`config.mk`:
```
export PLATFORM = sky130hd
export DESIGN_NAME = seq_compare_ctrl_flat
export DESIGN_NICKNAME = d
export VERILOG_FILES = /design/src/rtl/compare_pkg.sv /design/src/rtl/seq_compare_ctrl_if.sv /design/src/rtl/byte_compare8.sv /design/src/rtl/seq_compare_ctrl.sv /design/src/flat_wrapper.sv
export SDC_FILE = /design/constraint.sdc
export NUM_CORES = 1
export LEC_CHECK = 0
export BUFFER_PORTS_ARGS = -buffer_cell sky130_fd_sc_hd__buf_2
export CAP_MARGIN = 20
export CORE_ASPECT_RATIO = 1.5
export CORE_MARGIN = 5
export CORE_UTILIZATION = 59
export CTS_CLUSTER_DIAMETER = 100
export DETAILED_ROUTE_END_ITERATION = 7
export PLACE_DENSITY = 0.85
export SLEW_MARGIN = 20
export SYNTH_ARGS = -nofsm -noshare
export SYNTH_HDL_FRONTEND = slang
export SYNTH_HIERARCHICAL = 1
export SYNTH_SLANG_ARGS = --single-unit
export TNS_END_PERCENT = 50
```
`constraint.sdc`:
```
create_clock -name iClk -period 4.82 [get_ports iClk]
set_clock_uncertainty 0.2 [all_clocks]
set_input_delay 0.964 -clock iClk [delete_from_list [all_inputs] [get_ports iClk]]
set_output_delay 0.964 -clock iClk [all_outputs]
set_load 0.02 [all_outputs]
```
`src/rtl/compare_pkg.sv`:
```
// compare_pkg: shared result encoding, FSM states and default operand width for seq_compare_ctrl
package compare_pkg;
  localparam int NBYTES_DEF = 4;
  localparam logic [2:0] RES_GT = 3'b100;
  localparam logic [2:0] RES_EQ = 3'b010;
  localparam logic [2:0] RES_LT = 3'b001;
  localparam logic [2:0] RES_NONE = 3'b000;
  typedef enum logic [1:0] {IDLE, CMP, DONE} state_t;
endpackage

```
`src/rtl/seq_compare_ctrl_if.sv`:
```
// seq_compare_ctrl_if: start/done request bus; master = requester, slave = sequencer
//   iStart/iData_a/iData_b flow master->slave, oBusy/oDone/oData/oSteps flow slave->master
interface seq_compare_ctrl_if #(parameter int NBYTES = compare_pkg::NBYTES_DEF);
  localparam int CW = $clog2(NBYTES) + 1;
  logic iStart;
  logic [8*NBYTES-1:0] iData_a;
  logic [8*NBYTES-1:0] iData_b;
  logic oBusy;
  logic oDone;
  logic [2:0] oData;
  logic [CW-1:0] oSteps;
  modport master(output iStart, iData_a, iData_b, input oBusy, oDone, oData, oSteps);
  modport slave(input iStart, iData_a, iData_b, output oBusy, oDone, oData, oSteps);
endinterface

```
`src/rtl/byte_compare8.sv`:
```
// byte_compare8: combinational unsigned 8-bit compare; ports a, b in; gt, eq, lt out (exactly one high)
module byte_compare8 (
  input  logic [7:0] a,
  input  logic [7:0] b,
  output logic       gt,
  output logic       eq,
  output logic       lt
);
  assign gt = a > b;
  assign eq = a == b;
  assign lt = a < b;
endmodule

```
`src/rtl/seq_compare_ctrl.sv`:
```
// seq_compare_ctrl: MSB-first byte-serial unsigned compare with early exit
//   iClk/iRst: clock, sync active-high reset; bus: slave side of seq_compare_ctrl_if
module seq_compare_ctrl
  import compare_pkg::*;
#(
  parameter int NBYTES = NBYTES_DEF,
  localparam int CW = $clog2(NBYTES) + 1
) (
  input logic iClk,
  input logic iRst,
  seq_compare_ctrl_if.slave bus
);
  localparam int IW = $clog2(NBYTES);
  state_t state_q, state_d;
  logic [8*NBYTES-1:0] a_q, a_d, b_q, b_d;
  logic [IW-1:0] idx_q, idx_d;
  logic [CW-1:0] cnt_q, cnt_d, steps_q, steps_d;
  logic [2:0] res_q, res_d;
  logic gt, eq, lt, start_ok, fin, in_cmp;
  // one shared comparator, muxed onto the current byte
  byte_compare8 u_cmp (
    .a  (a_q[{idx_q, 3'b000} +: 8]),
    .b  (b_q[{idx_q, 3'b000} +: 8]),
    .gt (gt),
    .eq (eq),
    .lt (lt)
  );
  always_ff @(posedge iClk) begin
    if (iRst) begin
      state_q <= IDLE;
      a_q     <= '0;
      b_q     <= '0;
      idx_q   <= '0;
      cnt_q   <= '0;
      steps_q <= '0;
      res_q   <= RES_NONE;
    end else begin
      state_q <= state_d;
      a_q     <= a_d;
      b_q     <= b_d;
      idx_q   <= idx_d;
      cnt_q   <= cnt_d;
      steps_q <= steps_d;
      res_q   <= res_d;
    end
  end
  always_comb begin
    in_cmp   = state_q == CMP;
    start_ok = bus.iStart && !in_cmp;
    fin      = in_cmp && (!eq || idx_q == '0);
    state_d  = start_ok ? CMP : in_cmp ? (fin ? DONE : CMP) : IDLE;
  end
  always_comb begin
    a_d     = start_ok ? bus.iData_a : a_q;
    b_d     = start_ok ? bus.iData_b : b_q;
    idx_d   = start_ok ? IW'(NBYTES - 1) : (in_cmp && !fin) ? idx_q - IW'(1) : idx_q;
    cnt_d   = start_ok ? '0 : in_cmp ? cnt_q + CW'(1) : cnt_q;
    steps_d = fin ? cnt_q + CW'(1) : steps_q;
    res_d   = fin ? (gt ? RES_GT : lt ? RES_LT : RES_EQ) : res_q;
  end
  always_comb begin
    bus.oBusy  = state_q == CMP;
    bus.oDone  = state_q == DONE;
    bus.oData  = res_q;
    bus.oSteps = steps_q;
  end
endmodule

```
`src/flat_wrapper.sv`:
```
// flat-port wrapper written by rule: the top's interface ports become plain ports
module seq_compare_ctrl_flat import compare_pkg::*;
#(
  parameter int NBYTES = NBYTES_DEF,
  localparam int CW = $clog2(NBYTES) + 1
)
  (iClk, iRst, bus_iStart, bus_iData_a, bus_iData_b, bus_oBusy, bus_oDone, bus_oData, bus_oSteps);
  seq_compare_ctrl_if #(.NBYTES(NBYTES)) bus_i ();
  input logic iClk;
  input logic iRst;
  input wire logic [$bits(bus_i.iStart)-1:0] bus_iStart;
  input wire logic [$bits(bus_i.iData_a)-1:0] bus_iData_a;
  input wire logic [$bits(bus_i.iData_b)-1:0] bus_iData_b;
  output wire logic [$bits(bus_i.oBusy)-1:0] bus_oBusy;
  output wire logic [$bits(bus_i.oDone)-1:0] bus_oDone;
  output wire logic [$bits(bus_i.oData)-1:0] bus_oData;
  output wire logic [$bits(bus_i.oSteps)-1:0] bus_oSteps;
  assign bus_i.iStart = bus_iStart;
  assign bus_i.iData_a = bus_iData_a;
  assign bus_i.iData_b = bus_iData_b;
  assign bus_oBusy = bus_i.oBusy;
  assign bus_oDone = bus_i.oDone;
  assign bus_oData = bus_i.oData;
  assign bus_oSteps = bus_i.oSteps;
  seq_compare_ctrl #(.NBYTES(NBYTES)) u_core (.iClk(iClk), .iRst(iRst), .bus(bus_i));
endmodule
```
### Yosys cells after proc, flatten, opt, wreduce, memory -nomap -nowiden

Index checks and enable logic that the tools add are counted.

| word-level totals | value |
|---|---|
| register bits after elaboration | 77 |
| output and inout port bits | 8 |

| cells by class | value |
|---|---|
| $add $sub $neg | 2 |
| $lt $le $gt $ge | 2 |
| equal/unequal tests | 3 |
| shift operators | 2 |
| muxes and demuxes | 7 |
| bitwise operators | 1 |
| reductions and logical operators | 11 |

Operator list:

| operator | number |
|---|---|
| indexed part select 32 x 6 -> 8 bit | 2 |
| == test 8 bit | 1 |
| > comparator 8 bit | 1 |
| less-than comparator 8 bit | 1 |
| 2-to-1 mux 2 bit | 4 |
| adder 3 x 1 -> 3 bit, second input constant | 1 |
| logical AND 1 bit | 3 |
| zero test 1 bit | 3 |
| 2-to-1 mux 3 bit | 1 |
| OR reduction 3 bit | 1 |
| == test 2 x 1 -> 1 bit, second input constant | 1 |
| == test 2 bit, second input constant | 1 |
| zero test 2 bit | 1 |
| 2-to-1 mux 1 bit | 2 |
| nonzero test 2 bit | 1 |
| OR reduction 2 bit | 1 |
| subtractor 2 x 1 -> 2 bit, second input constant | 1 |
| logical OR 1 bit | 1 |
| NOT 1 bit | 1 |

### Longest topological paths before layout

Gate-level depths: netlist of the first run.

| depth | value |
|---|---|
| word-level depth | 9 |
| mapped depth | 11 |
| mapped depth without buffers | 9 |

### By module

The synthesis of the first run kept the hierarchy.

Modules (own cells, without submodules):

| module | instances | cells each | area each (sq um) |
|---|---|---|---|
| seq_compare_ctrl | 1 | 371 | 3,369.5 |
| byte_compare8 | 1 | 29 | 225.2 |

### Worst setup path before layout of the first run

Ideal clock, no wire load.

| timing | value |
|---|---|
| path type | register to register |
| start | reg u_core.idx_q[0] |
| end | reg u_core.res_q[1] (netlist: u_core/bus.oData[1]) |
| library setup time | 0.070 ns |
| data arrival time | 2.544 ns |
| setup slack | 2.006 ns |
| cell stages (with the launch flop) | 10 |
| clock period less this slack | 2.814 ns |
| cells stage by stage | dfxtp_1 -> buf_6 -> buf_6 -> mux4_2 -> ha_1 -> nand4_2 -> nor2_1 -> o21ba_1 -> or4_1 -> a21oi_1 |

| on the way | value |
|---|---|
| longest elaborated chain between the ends | 5 |
| elaborated cells on any way between the ends | 11 |

RTL lines:

| item | line | text |
|---|---|---|
| start, declared | seq_compare_ctrl.sv:16 | `logic [IW-1:0] idx_q, idx_d;` |
| start signal, assigned | seq_compare_ctrl.sv:41 | `idx_q <= idx_d;` |
| indexed part select 32 x 6 -> 8 bit (on tied branches) | seq_compare_ctrl.sv:22, seq_compare_ctrl.sv:23 |  |
| == test 8 bit * | byte_compare8.sv:10 | `assign eq = a == b;` |
| via u_core.eq | seq_compare_ctrl.sv:19 | `logic gt, eq, lt, start_ok, fin, in_cmp;` |
| zero test 1 bit * | seq_compare_ctrl.sv:50 | `fin = in_cmp && (!eq \|\| idx_q == '0);` |
| logical OR 1 bit * | seq_compare_ctrl.sv:50 |  |
| logical AND 1 bit * | seq_compare_ctrl.sv:50 |  |
| end signal, assigned | seq_compare_ctrl.sv:44 | `res_q <= res_d;` |
| end, declared | seq_compare_ctrl.sv:18 | `logic [2:0] res_q, res_d;` |

Mark *: on every way through the listed nets, which the timed path passes. The rest lies on a longest branch.
A chain may end at the register's enable or synchronous reset.

### Worst setup path in the final report of the first run

| timing | value |
|---|---|
| start | reg u_core.idx_q[0] |
| end | reg u_core.res_q[1] (netlist: u_core/bus.oData[1]) |

| on the way | value |
|---|---|
| elaborated cells on any way between the ends | 11 |

RTL lines:

| item | line | text |
|---|---|---|
| indexed part select 32 x 6 -> 8 bit (on tied branches) | seq_compare_ctrl.sv:22, seq_compare_ctrl.sv:23 |  |
| > comparator 8 bit * | byte_compare8.sv:9 | `assign gt = a > b;` |
| via u_core.gt | seq_compare_ctrl.sv:19 |  |
| 2-to-1 mux 3 bit * | seq_compare_ctrl.sv:59 | `res_d = fin ? (gt ? RES_GT : lt ? RES_LT : RES_EQ) : res_q;` |

Marked as above.

==> impl_metrics.tcl, run 1 <==
set metrics [dict create \
    fp.dieW_um 73.7 \
    cts-root-buf "clkbuf_8" \
    max-clock-path-buffers 2 \
    synth_nets 477 \
    io_buffers 74 \
    row_count 34 \
    fin_util_pct 70.3 \
    tightest_slew_ns 0.875 \
    final.setup.worst_slack_ns 1.48 \
    cts-htree-levels 3 \
    r2r_cells 9 \
    numCtsBuffers 9 \
    avgSynthCellArea_um2 8.99 \
    dr_total_vias 3227 \
    hold_ws_ns 0.274 \
    p_seq_share_pct 44.1 \
    hold_buffers 0 \
    post-route-min-period_ns 3.34 \
    ys_seq_area_share_pct 42.9 \
    synth_seq_cells 77 \
    post_drt_wl_per_cell_um 17.5 \
    swShare_pct 25.4 \
    intPower_uw 1200 \
    final_common_cell "a21oi_1" \
    dieHeight_um 106 \
    ios 75 \
    tritoncts "yes" \
    fin_crit_sh_pct 69.3 \
    outcome "finished, violations left" \
    worstHoldPathCells 2 \
    layout_common_cells "78 x a21oi_1, 77 x dfxtp_1, 74 x buf_2, 69 x o21ai_0, 68 x nand3_1" \
    tns_ns 0 \
    worstPathMaxFanout 10 \
    clock_latency_ns 0.36 \
    antenna_found_initial 0 \
    violations "DRC" \
    cap_violations 0 \
    netlist-cell-type-count 33 \
    grt_max_degree 78 \
    coreArea_um2 5870 \
    setup_viol 0 \
    p_clk_share_pct 39.6 \
    dr.pass1.iters 8 \
    clk_pin_slew_ns 0.07 \
    hold_viol_final 0 \
    grt_first_pass_wirelength_um 14100 \
    critical_path_class "flop to flop" \
    layout.nets 523 \
    netlist_instances 400 \
    min_path_type "flop to flop" \
    place_ws_ns 1.50 \
    overflow 0 \
    vias_per_cell 6.18 \
    cp-start-kind "flop" \
    num_antenna_cells 0 \
    cts_resized 0 \
    power_density_nw_per_um2 391 \
    combPwrFrac_pct 16.3 \
    slew_viol_final 0 \
    gp_congestion 0.823 \
    cp-end-kind "flop" \
    syn_area_um2 3590 \
    ir_drop_mv 0.260 \
    nFillCells 470 \
    p_sw_uw 409 \
    yosysWarnings 6 \
    critPathRequiredTime_ns 4.90 \
    drt_iter0_drc 312 \
    drive_gt1_share_pct 26.2 \
    grt_use_total_pct 23.5 \
    area_growth_pct 14.8 \
    dp_hpwl_um 5830 \
    drtAntennaViolNets 0 \
    initial_core_util_pct 61.2 \
    die_area_um2 7790 \
    post-cts-setup-buffers 0 \
    slew-limit-headroom_pct 41.6 \
    grt_setup_unrepaired "false" \
    route.detailed.drc 1 \
    grt_pass1_vias 3010 \
    fmax_mhz 300 \
    arrival_ns 3.42 \
    routed_wl_um 9140 \
    p_leak_uw 0.00162 \
    numClockSinks 77 \
]
cell families (layout without fill, tap and decap cells):
group | Yosys count | count (layout) | synth area share [%]
buffers and inverters | 55 | 105 | 7.41
AND/OR/NAND/NOR | 85 | 85 | 12.9
AO/OA/AOI/OAI | 155 | 155 | 22.6
adder cells (fa/ha/maj) | 10 | 10 | 3.48
flip-flops | 77 | 77 | 42.9
multiplexers | 17 | 17 | 10.4
XOR/XNOR | 1 | 1 | 0.244
synthesized netlist by cell type:
| library cell | count | area, um^2 |
|---|---|---|
| a21oi_1 | 78 | 390 |
| buf_4 | 2 | 15.0 |
| nand2b_4 | 1 | 13.8 |
| o21ai_0 | 69 | 345 |
| nor2_1 | 3 | 11.3 |
| a221oi_1 | 1 | 8.76 |
| mux2_4 | 1 | 15.0 |
| nor2b_1 | 2 | 12.5 |
| a311oi_1 | 2 | 17.5 |
| nand4_1 | 1 | 6.26 |
| o21ba_1 | 1 | 10.0 |
| nand4b_1 | 1 | 8.76 |
| o211ai_2 | 1 | 12.5 |
| nor2b_4 | 1 | 13.8 |
| nor3_1 | 1 | 5.00 |
| inv_2 | 2 | 7.51 |
| inv_1 | 10 | 37.5 |
| buf_2 | 18 | 90.1 |
| ha_1 | 10 | 125 |
| nand2_1 | 2 | 7.51 |
| xnor2_1 | 1 | 8.76 |
| a21oi_2 | 1 | 8.76 |
| nand2b_1 | 2 | 12.5 |
| nand4_2 | 1 | 12.5 |
| a21o_1 | 1 | 7.51 |
| clkbuf_1 | 19 | 71.3 |
| mux4_2 | 16 | 360 |
| or4_1 | 1 | 7.51 |
| and4bb_2 | 1 | 12.5 |
| a211oi_2 | 1 | 12.5 |
| dfxtp_1 | 77 | 1540 |
| nand3_1 | 68 | 340 |
| buf_6 | 4 | 45.0 |
power groups by stage:
stage / combinational (uW) / sequential, uW / clock [uW]
global route: 287 / 715 / 664
detailed placement: 257 / 724 / 0
CTS: 261 / 710 / 639
global placement: 249 / 723 / 0
floorplan: 202 / 711 / 0
finish: 263 / 711 / 638
metal layers:
metal	track usage, %	share of wire (%)	up-vias
met5	0	0	-
met4	9.20	2.1	0
met3	5.05	6.0	16
met2	42.4	55	115
met1	25.9	37	1536
li1	-	-	1560
cell type report:
class / count / area, um^2 / area share [%]
Multi-Input combinational cell: 268 / 1790 / 43.3
Sequential cell: 77 / 1540 / 37.4
Timing Repair Buffer: 78 / 400 / 9.71
Clock buffer: 11 / 141 / 3.43
Clock inverter: 4 / 120 / 2.91
Tap cell: 72 / 90.1 / 2.18
Inverter: 12 / 45.0 / 1.09
per-stage QoR:
stage / std cells / instance area [um^2] / power (uW)
finish: 522 / 4130 / 1610
detailed placement: 507 / 3860 / 981
CTS: 522 / 4130 / 1610
global route: 522 / 4130 / 1670
global placement: 507 / 3860 / 972
floorplan: 400 / 3590 / 913
sequential cells by signal, summed over array words and instances, names as in the netlist:
register	flops
u_core/a_q	32
u_core/b_q	32
u_core/bus.oData	3
u_core/bus.oSteps	3
u_core/cnt_q	3
u_core/idx_q	2
u_core/state_q	2
worst paths after layout:
path | end | startpoint | slack [ns]
setup reg to reg | u_core/bus.oData[1]$_SDFFE_PP0P_ | u_core/idx_q[0]$_SDFFE_PP0P_ | 1.48
setup / recovery | u_core/bus.oData[1]$_SDFFE_PP0P_ | u_core/idx_q[0]$_SDFFE_PP0P_ | 1.48
hold reg to reg | u_core/bus.oData[2]$_SDFFE_PP0P_ | u_core/bus.oData[2]$_SDFFE_PP0P_ | 0.27
hold / removal | u_core/bus.oData[2]$_SDFFE_PP0P_ | u_core/bus.oData[2]$_SDFFE_PP0P_ | 0.27
critical path, cell delays in order, from the launching register on:
cell	delay, ns
dfxtp_1	0.67
buf_4	0.32
mux4_2	0.52
inv_1	0.07
ha_1	0.26
a21oi_1	0.16
o21ai_0	0.17
o21ba_1	0.23
or4_1	0.52
a21oi_1	0.14
Note: power is estimated with default switching activity, not from simulation.
==> run 2: changes to the inputs <==
--- a/config.mk
+++ b/config.mk
@@ -9,10 +9,10 @@
 export CAP_MARGIN = 20
 export CORE_ASPECT_RATIO = 1.5
 export CORE_MARGIN = 5
-export CORE_UTILIZATION = 59
+export CORE_UTILIZATION = 54
 export CTS_CLUSTER_DIAMETER = 100
 export DETAILED_ROUTE_END_ITERATION = 7
-export PLACE_DENSITY = 0.85
+export PLACE_DENSITY = 0.79
 export SLEW_MARGIN = 20
 export SYNTH_ARGS = -nofsm -noshare
 export SYNTH_HDL_FRONTEND = slang
==> constraint.sdc (replaced) <==
create_clock -name iClk -period 3.1 [get_ports iClk]
set_clock_uncertainty 0.2 [all_clocks]
set_input_delay 0.62 -clock iClk [delete_from_list [all_inputs] [get_ports iClk]]
set_output_delay 0.62 -clock iClk [all_outputs]
set_load 0.02 [all_outputs]
==> impl_metrics.tcl, run 2 (synthesized netlist as in run 1, its figures left out) <==
set metrics [dict create \
    drt_iter0_drc 321 \
    max-clock-path-buffers 2 \
    cp-start-kind "flop" \
    arrival_ns 2.98 \
    io_buffers 74 \
    antenna_found_initial 0 \
    critical_path_buf_inv_count 1 \
    tritoncts "yes" \
    numCtsBuffers 9 \
    area_growth_pct 15.1 \
    outcome "finished clean" \
    vias_per_cell 5.97 \
    overflow 0 \
    post-cts-setup-buffers 0 \
    post-route-min-period_ns 2.91 \
    drtAntennaViolNets 0 \
    min_path_type "flop to flop" \
    p_leak_uw 0.00163 \
    ir_drop_mv 0.364 \
    tns_ns 0 \
    crit_cells 8 \
    fmax_mhz 343 \
    slew_viol_final 0 \
    final_cell_area_um2 4140 \
    place_ws_ns 0.232 \
    dr.pass1.iters 6 \
    dp.cells 517 \
    cap_violations 0 \
    worstPathMaxFanout 13 \
    fp.dieW_um 76.6 \
    layout.nets 529 \
    routed_wl_um 8930 \
    fin_crit_sh_pct 94.0 \
    hold_viol_final 0 \
    drive_gt1_share_pct 27.4 \
    cp-end-kind "flop" \
    cts_resized 0 \
    r2r_cells 8 \
    clk_pin_slew_ns 0.07 \
    power_density_nw_per_um2 558 \
    row_count 36 \
    num_antenna_cells 0 \
    initial_core_util_pct 55.4 \
    slew-limit-headroom_pct 41.1 \
    clock_latency_ns 0.34 \
    cp_top_family "simple AND/OR/NAND/NOR gates" \
    critical_path_class "flop to flop" \
    cts-htree-levels 3 \
    layout_common_cells "78 x a21oi_1, 77 x dfxtp_1, 74 x buf_2, 69 x o21ai_0, 68 x nand3_1" \
    cts-root-buf "clkbuf_8" \
    tightest_slew_ns 0.883 \
    setup_viol 0 \
    gp_congestion 0.928 \
    ios 75 \
    hold_ws_ns 0.277 \
    hold_buffers 0 \
    grt_first_pass_wirelength_um 14200 \
    die_area_um2 8420 \
    dr_total_vias 3182 \
    reg_top3 "u_core/a_q x32, u_core/b_q x32" \
    crit_chain "buf_12 > mux4_2 > ha_1 > nand4_2 > nor2_1 > o21ba_1 > or4_1 > a21oi_1" \
    grt_setup_unrepaired "false" \
    worstHoldPathCells 2 \
    crit_slowest_cell "mux4_2" \
    grt_use_total_pct 21.5 \
    critPathRequiredTime_ns 3.17 \
    dieHeight_um 110 \
    max_stage_delay_ns 0.51 \
    final_common_cell "a21oi_1" \
    instances_no_fill 533 \
    grt_pass1_vias 2989 \
    grt_max_degree 67 \
    numClockSinks 77 \
    coreArea_um2 6490 \
    dp_hpwl_um 6370 \
    post_drt_wl_per_cell_um 16.8 \
    final.setup.worst_slack_ns 0.185 \
    route.detailed.drc 0 \
    placed_cell_area_um2 3930 \
]
## run 2: changes by cell type in the layout (fill, tap and decap cells not counted), sizes merged
cell,previous run,this run
buf,78,84
clkinv,0,1
clkbuf,11,13
bufinv,4,1
clkinvlp,0,1
## run 2: through the flow
step           total power [uW]  util [%]
3_5_place_dp               1540      60.5
2_1_floorplan              1420         -
3_3_place_gp               1520      60.5
4_1_cts                    2320      63.8
6_report                   2310      63.8
5_1_grt                    2420      63.8
## run 2: final timing paths
check | startpoint | to | slack [ns]
worst max-delay path | u_core/idx_q[0]$_SDFFE_PP0P_ | u_core/bus.oData[1]$_SDFFE_PP0P_ | 0.19
worst min-delay path | u_core/b_q[17]$_SDFFE_PP0P_ | u_core/b_q[17]$_SDFFE_PP0P_ | 0.28
worst max register to register | u_core/idx_q[0]$_SDFFE_PP0P_ | u_core/bus.oData[1]$_SDFFE_PP0P_ | 0.19
worst min register to register | u_core/b_q[17]$_SDFFE_PP0P_ | u_core/b_q[17]$_SDFFE_PP0P_ | 0.28
## run 2: final cells by class
class                      instances  area, um^2
fill                             571        2350
sequential                        77        1540
tap                               76        95.1
clock inverter                     3        42.5
clock buffer                      13         169
inverter                          12        45.0
timing repair buffer              84         458
multi-input combinational        268        1790
## run 2: per-layer routing
metal	GRT usage [%]	vias up	share of wire, %
li1	-	1560	-
met1	23.8	1507	39
met2	38.8	94	54
met3	6.07	21	4.5
met4	8.13	0	2.2
met5	0	-	0
## run 2: worst min-delay path: cells and delay by family, from the launching register on
kind,cells,cell delay [ns]
compound gates,2,0.12
flops,1,0.31
## run 2: power by group
part	total [uW]	internal, uW	switching, uW
logic	430	192	238
clock network	784	437	347
registers	1100	1050	40.9
==> run 3: changes to the inputs <==
--- a/config.mk
+++ b/config.mk
@@ -5,6 +5,7 @@
 export SDC_FILE = /design/constraint.sdc
 export NUM_CORES = 1
 export LEC_CHECK = 0
+export ABC_AREA = 1
 export BUFFER_PORTS_ARGS = -buffer_cell sky130_fd_sc_hd__buf_2
 export CAP_MARGIN = 20
 export CORE_ASPECT_RATIO = 1.5
@@ -13,6 +14,7 @@
 export CTS_CLUSTER_DIAMETER = 100
 export DETAILED_ROUTE_END_ITERATION = 7
 export PLACE_DENSITY = 0.79
+export REMOVE_ABC_BUFFERS = 1
 export SLEW_MARGIN = 20
 export SYNTH_ARGS = -nofsm -noshare
 export SYNTH_HDL_FRONTEND = slang
==> impl_metrics.tcl, run 3 <==
set metrics [dict create \
    outcome "finished clean" \
    cp-start-kind "flop" \
    numClockSinks 77 \
    cts-htree-levels 3 \
    hold_buffers 0 \
    power_density_nw_per_um2 619 \
    area_growth_pct 17.9 \
    slew-limit-headroom_pct 40.8 \
    grt_first_pass_wirelength_um 11800 \
    setup_viol 0 \
    layout.nets 622 \
    arrival_ns 2.56 \
    ios 75 \
    ys_seq_area_share_pct 44.7 \
    max_stage_delay_ns 0.31 \
    fmax_mhz 398 \
    slew_viol_final 0 \
    synth_area_leaders "dfxtp_1 45%, nor2_1 19%, o21ai_0 11%" \
    coreArea_um2 6170 \
    row_count 35 \
    synth-edff-count 0 \
    critical_path_class "flop to flop" \
    grt_max_degree 73 \
    top_layer "met4" \
    final_common_cell "nor2_1" \
    layout_common_cells "178 x nor2_1, 77 x dfxtp_1, 76 x o21ai_0, 74 x buf_2, 26 x nand2_1" \
    route.detailed.drc 0 \
    yosysWarnings 6 \
    avgSynthCellArea_um2 7.16 \
    drt_iter0_drc 142 \
    dieHeight_um 108 \
    cts-root-buf "clkbuf_8" \
    tritoncts "yes" \
    vias_per_cell 5.15 \
    p_leak_uw 0.00190 \
    async_reset_ff_share_pct 0 \
    synthTopCellsByCount "178 x nor2_1, 77 x dfxtp_1, 76 x o21ai_0, 26 x nand2_1" \
    post-route-min-period_ns 2.51 \
    antenna_found_initial 0 \
    reg_top3 "u_core/a_q x32, u_core/b_q x32" \
    met1_length_um 3080 \
    syn_area_um2 3450 \
    crit_chain "buf_4 > inv_1 > buf_4 > o21ai_0 > o22ai_1 > inv_1 > ha_1 > nand2_2 > nor3_2 > nand2_1 > nand2_2 > inv_1 > nor2_1 > nor2_1" \
    post_drt_wl_per_cell_um 11.8 \
    yosysMostFrequentCell "nor2_1" \
    grt_setup_unrepaired "false" \
    met3_length_um 401 \
    crit_slowest_cell "dfxtp_1" \
    dr.pass1.iters 6 \
    worstPathMaxFanout 19 \
    cp-end-kind "flop" \
    dr_total_vias 3213 \
    ir_drop_mv 0.497 \
    cpMostUsedCell "inv_1" \
    fp.dieW_um 75.3 \
    critPathRequiredTime_ns 3.15 \
    clk_pin_slew_ns 0.07 \
    netlist-cell-type-count 28 \
    hold_viol_final 0 \
    cap_violations 0 \
    grt_pass1_vias 2823 \
    max-clock-path-buffers 2 \
    io_buffers 74 \
    nFillCells 552 \
    drtAntennaViolNets 0 \
    numCtsBuffers 9 \
    dp_hpwl_um 5090 \
    routed_wl_um 7370 \
    gp_congestion 0.821 \
    die_area_um2 8120 \
    fin_crit_sh_pct 81.0 \
    cts_resized 0 \
    route.met2.wl_um 3730 \
    min_path_type "flop to flop" \
    synth_seq_cells 77 \
    overflow 0 \
    ys.flop_type "dfxtp_1" \
    tns_ns 0 \
    post-cts-setup-buffers 0 \
    yosysTopAreaCellShare_pct 44.7 \
    clock_latency_ns 0.35 \
    initial_core_util_pct 55.9 \
    tightest_slew_ns 0.888 \
    drive_gt1_share_pct 20.0 \
    synth_top_cell_by_area "dfxtp_1" \
    fin_util_pct 65.9 \
    num_antenna_cells 0 \
    grt_use_total_pct 18.6 \
    netlist_instances 482 \
]
[run 3: path summary, 6_finish.rpt]
| path | start | end | slack [ns] | cells after the start |
|---|---|---|---|---|
| worst min register to register | u_core/bus.oSteps[0]$_SDFFE_PP0P_ | u_core/bus.oSteps[0]$_SDFFE_PP0P_ | 0.27 | 2 |
| worst max register to register | u_core/idx_q[0]$_SDFFE_PP0P_ | u_core/bus.oSteps[0]$_SDFFE_PP0P_ | 0.59 | 14 |
| worst max-delay path | u_core/idx_q[0]$_SDFFE_PP0P_ | u_core/bus.oSteps[0]$_SDFFE_PP0P_ | 0.59 | 14 |
| worst min-delay path | u_core/bus.oSteps[0]$_SDFFE_PP0P_ | u_core/bus.oSteps[0]$_SDFFE_PP0P_ | 0.27 | 2 |
[run 3: cell families (layout without fill, tap and decap cells)]
group | after synthesis | in the layout | synth area share [%]
DFF | 77 | 77 | 44.7
and+or+nand+nor | 221 | 221 | 25.8
adders and majority gates | 10 | 10 | 3.63
buffers and inverters | 53 | 121 | 7.29
AOI/OAI and AO/OA | 119 | 119 | 18.1
xor gates and xnor gates | 2 | 2 | 0.508
[run 3: area by class of cell]
class,count,area [um^2],share of cell area (%)
clock buffers,10,128,3.14
well taps,74,92.6,2.28
flip-flops and latches,77,1540,37.9
clock inverters,6,134,3.29
multi-input cells,352,1660,40.8
repair buffers,81,423,10.4
inverters,24,91.3,2.25
[run 3: stage by stage]
step / std cells / total power [uW] / setup WS (ns) / area [um^2] / hold slack, ns
after floorplan: 453 / 1430 / 0.156 / 3290 / 0.243
after global placement: 608 / 1560 / 0.677 / 3810 / 0.249
after detailed placement: 608 / 1570 / 0.625 / 3810 / 0.258
after CTS: 624 / 2530 / 0.599 / 4070 / 0.277
after global routing: 624 / 2640 / 0.300 / 4070 / 0.298
final: 624 / 2520 / 0.588 / 4070 / 0.274
[run 3: power breakdown]
group / internal (uW) / switching (uW)
sequential: 1070 / 42.0
clock: 618 / 353
combinational: 177 / 260
total: 1860 / 655
[run 3: critical path, delay by kind of cell (launching register included)]
family                   cells  cell delay [ns]
flip-flops                   1             0.31
buffers and inverters        5             0.59
AND/OR/NAND/NOR              6             0.74
adder cells (fa/ha/maj)      1             0.30
AO/OA/AOI/OAI                2             0.25
[run 3: per-layer routing]
metal	GRT usage (%)	up-vias
met4	8.25	0
met3	4.21	15
met1	21.8	1428
li1	-	1688
met5	0	-
met2	31.7	82
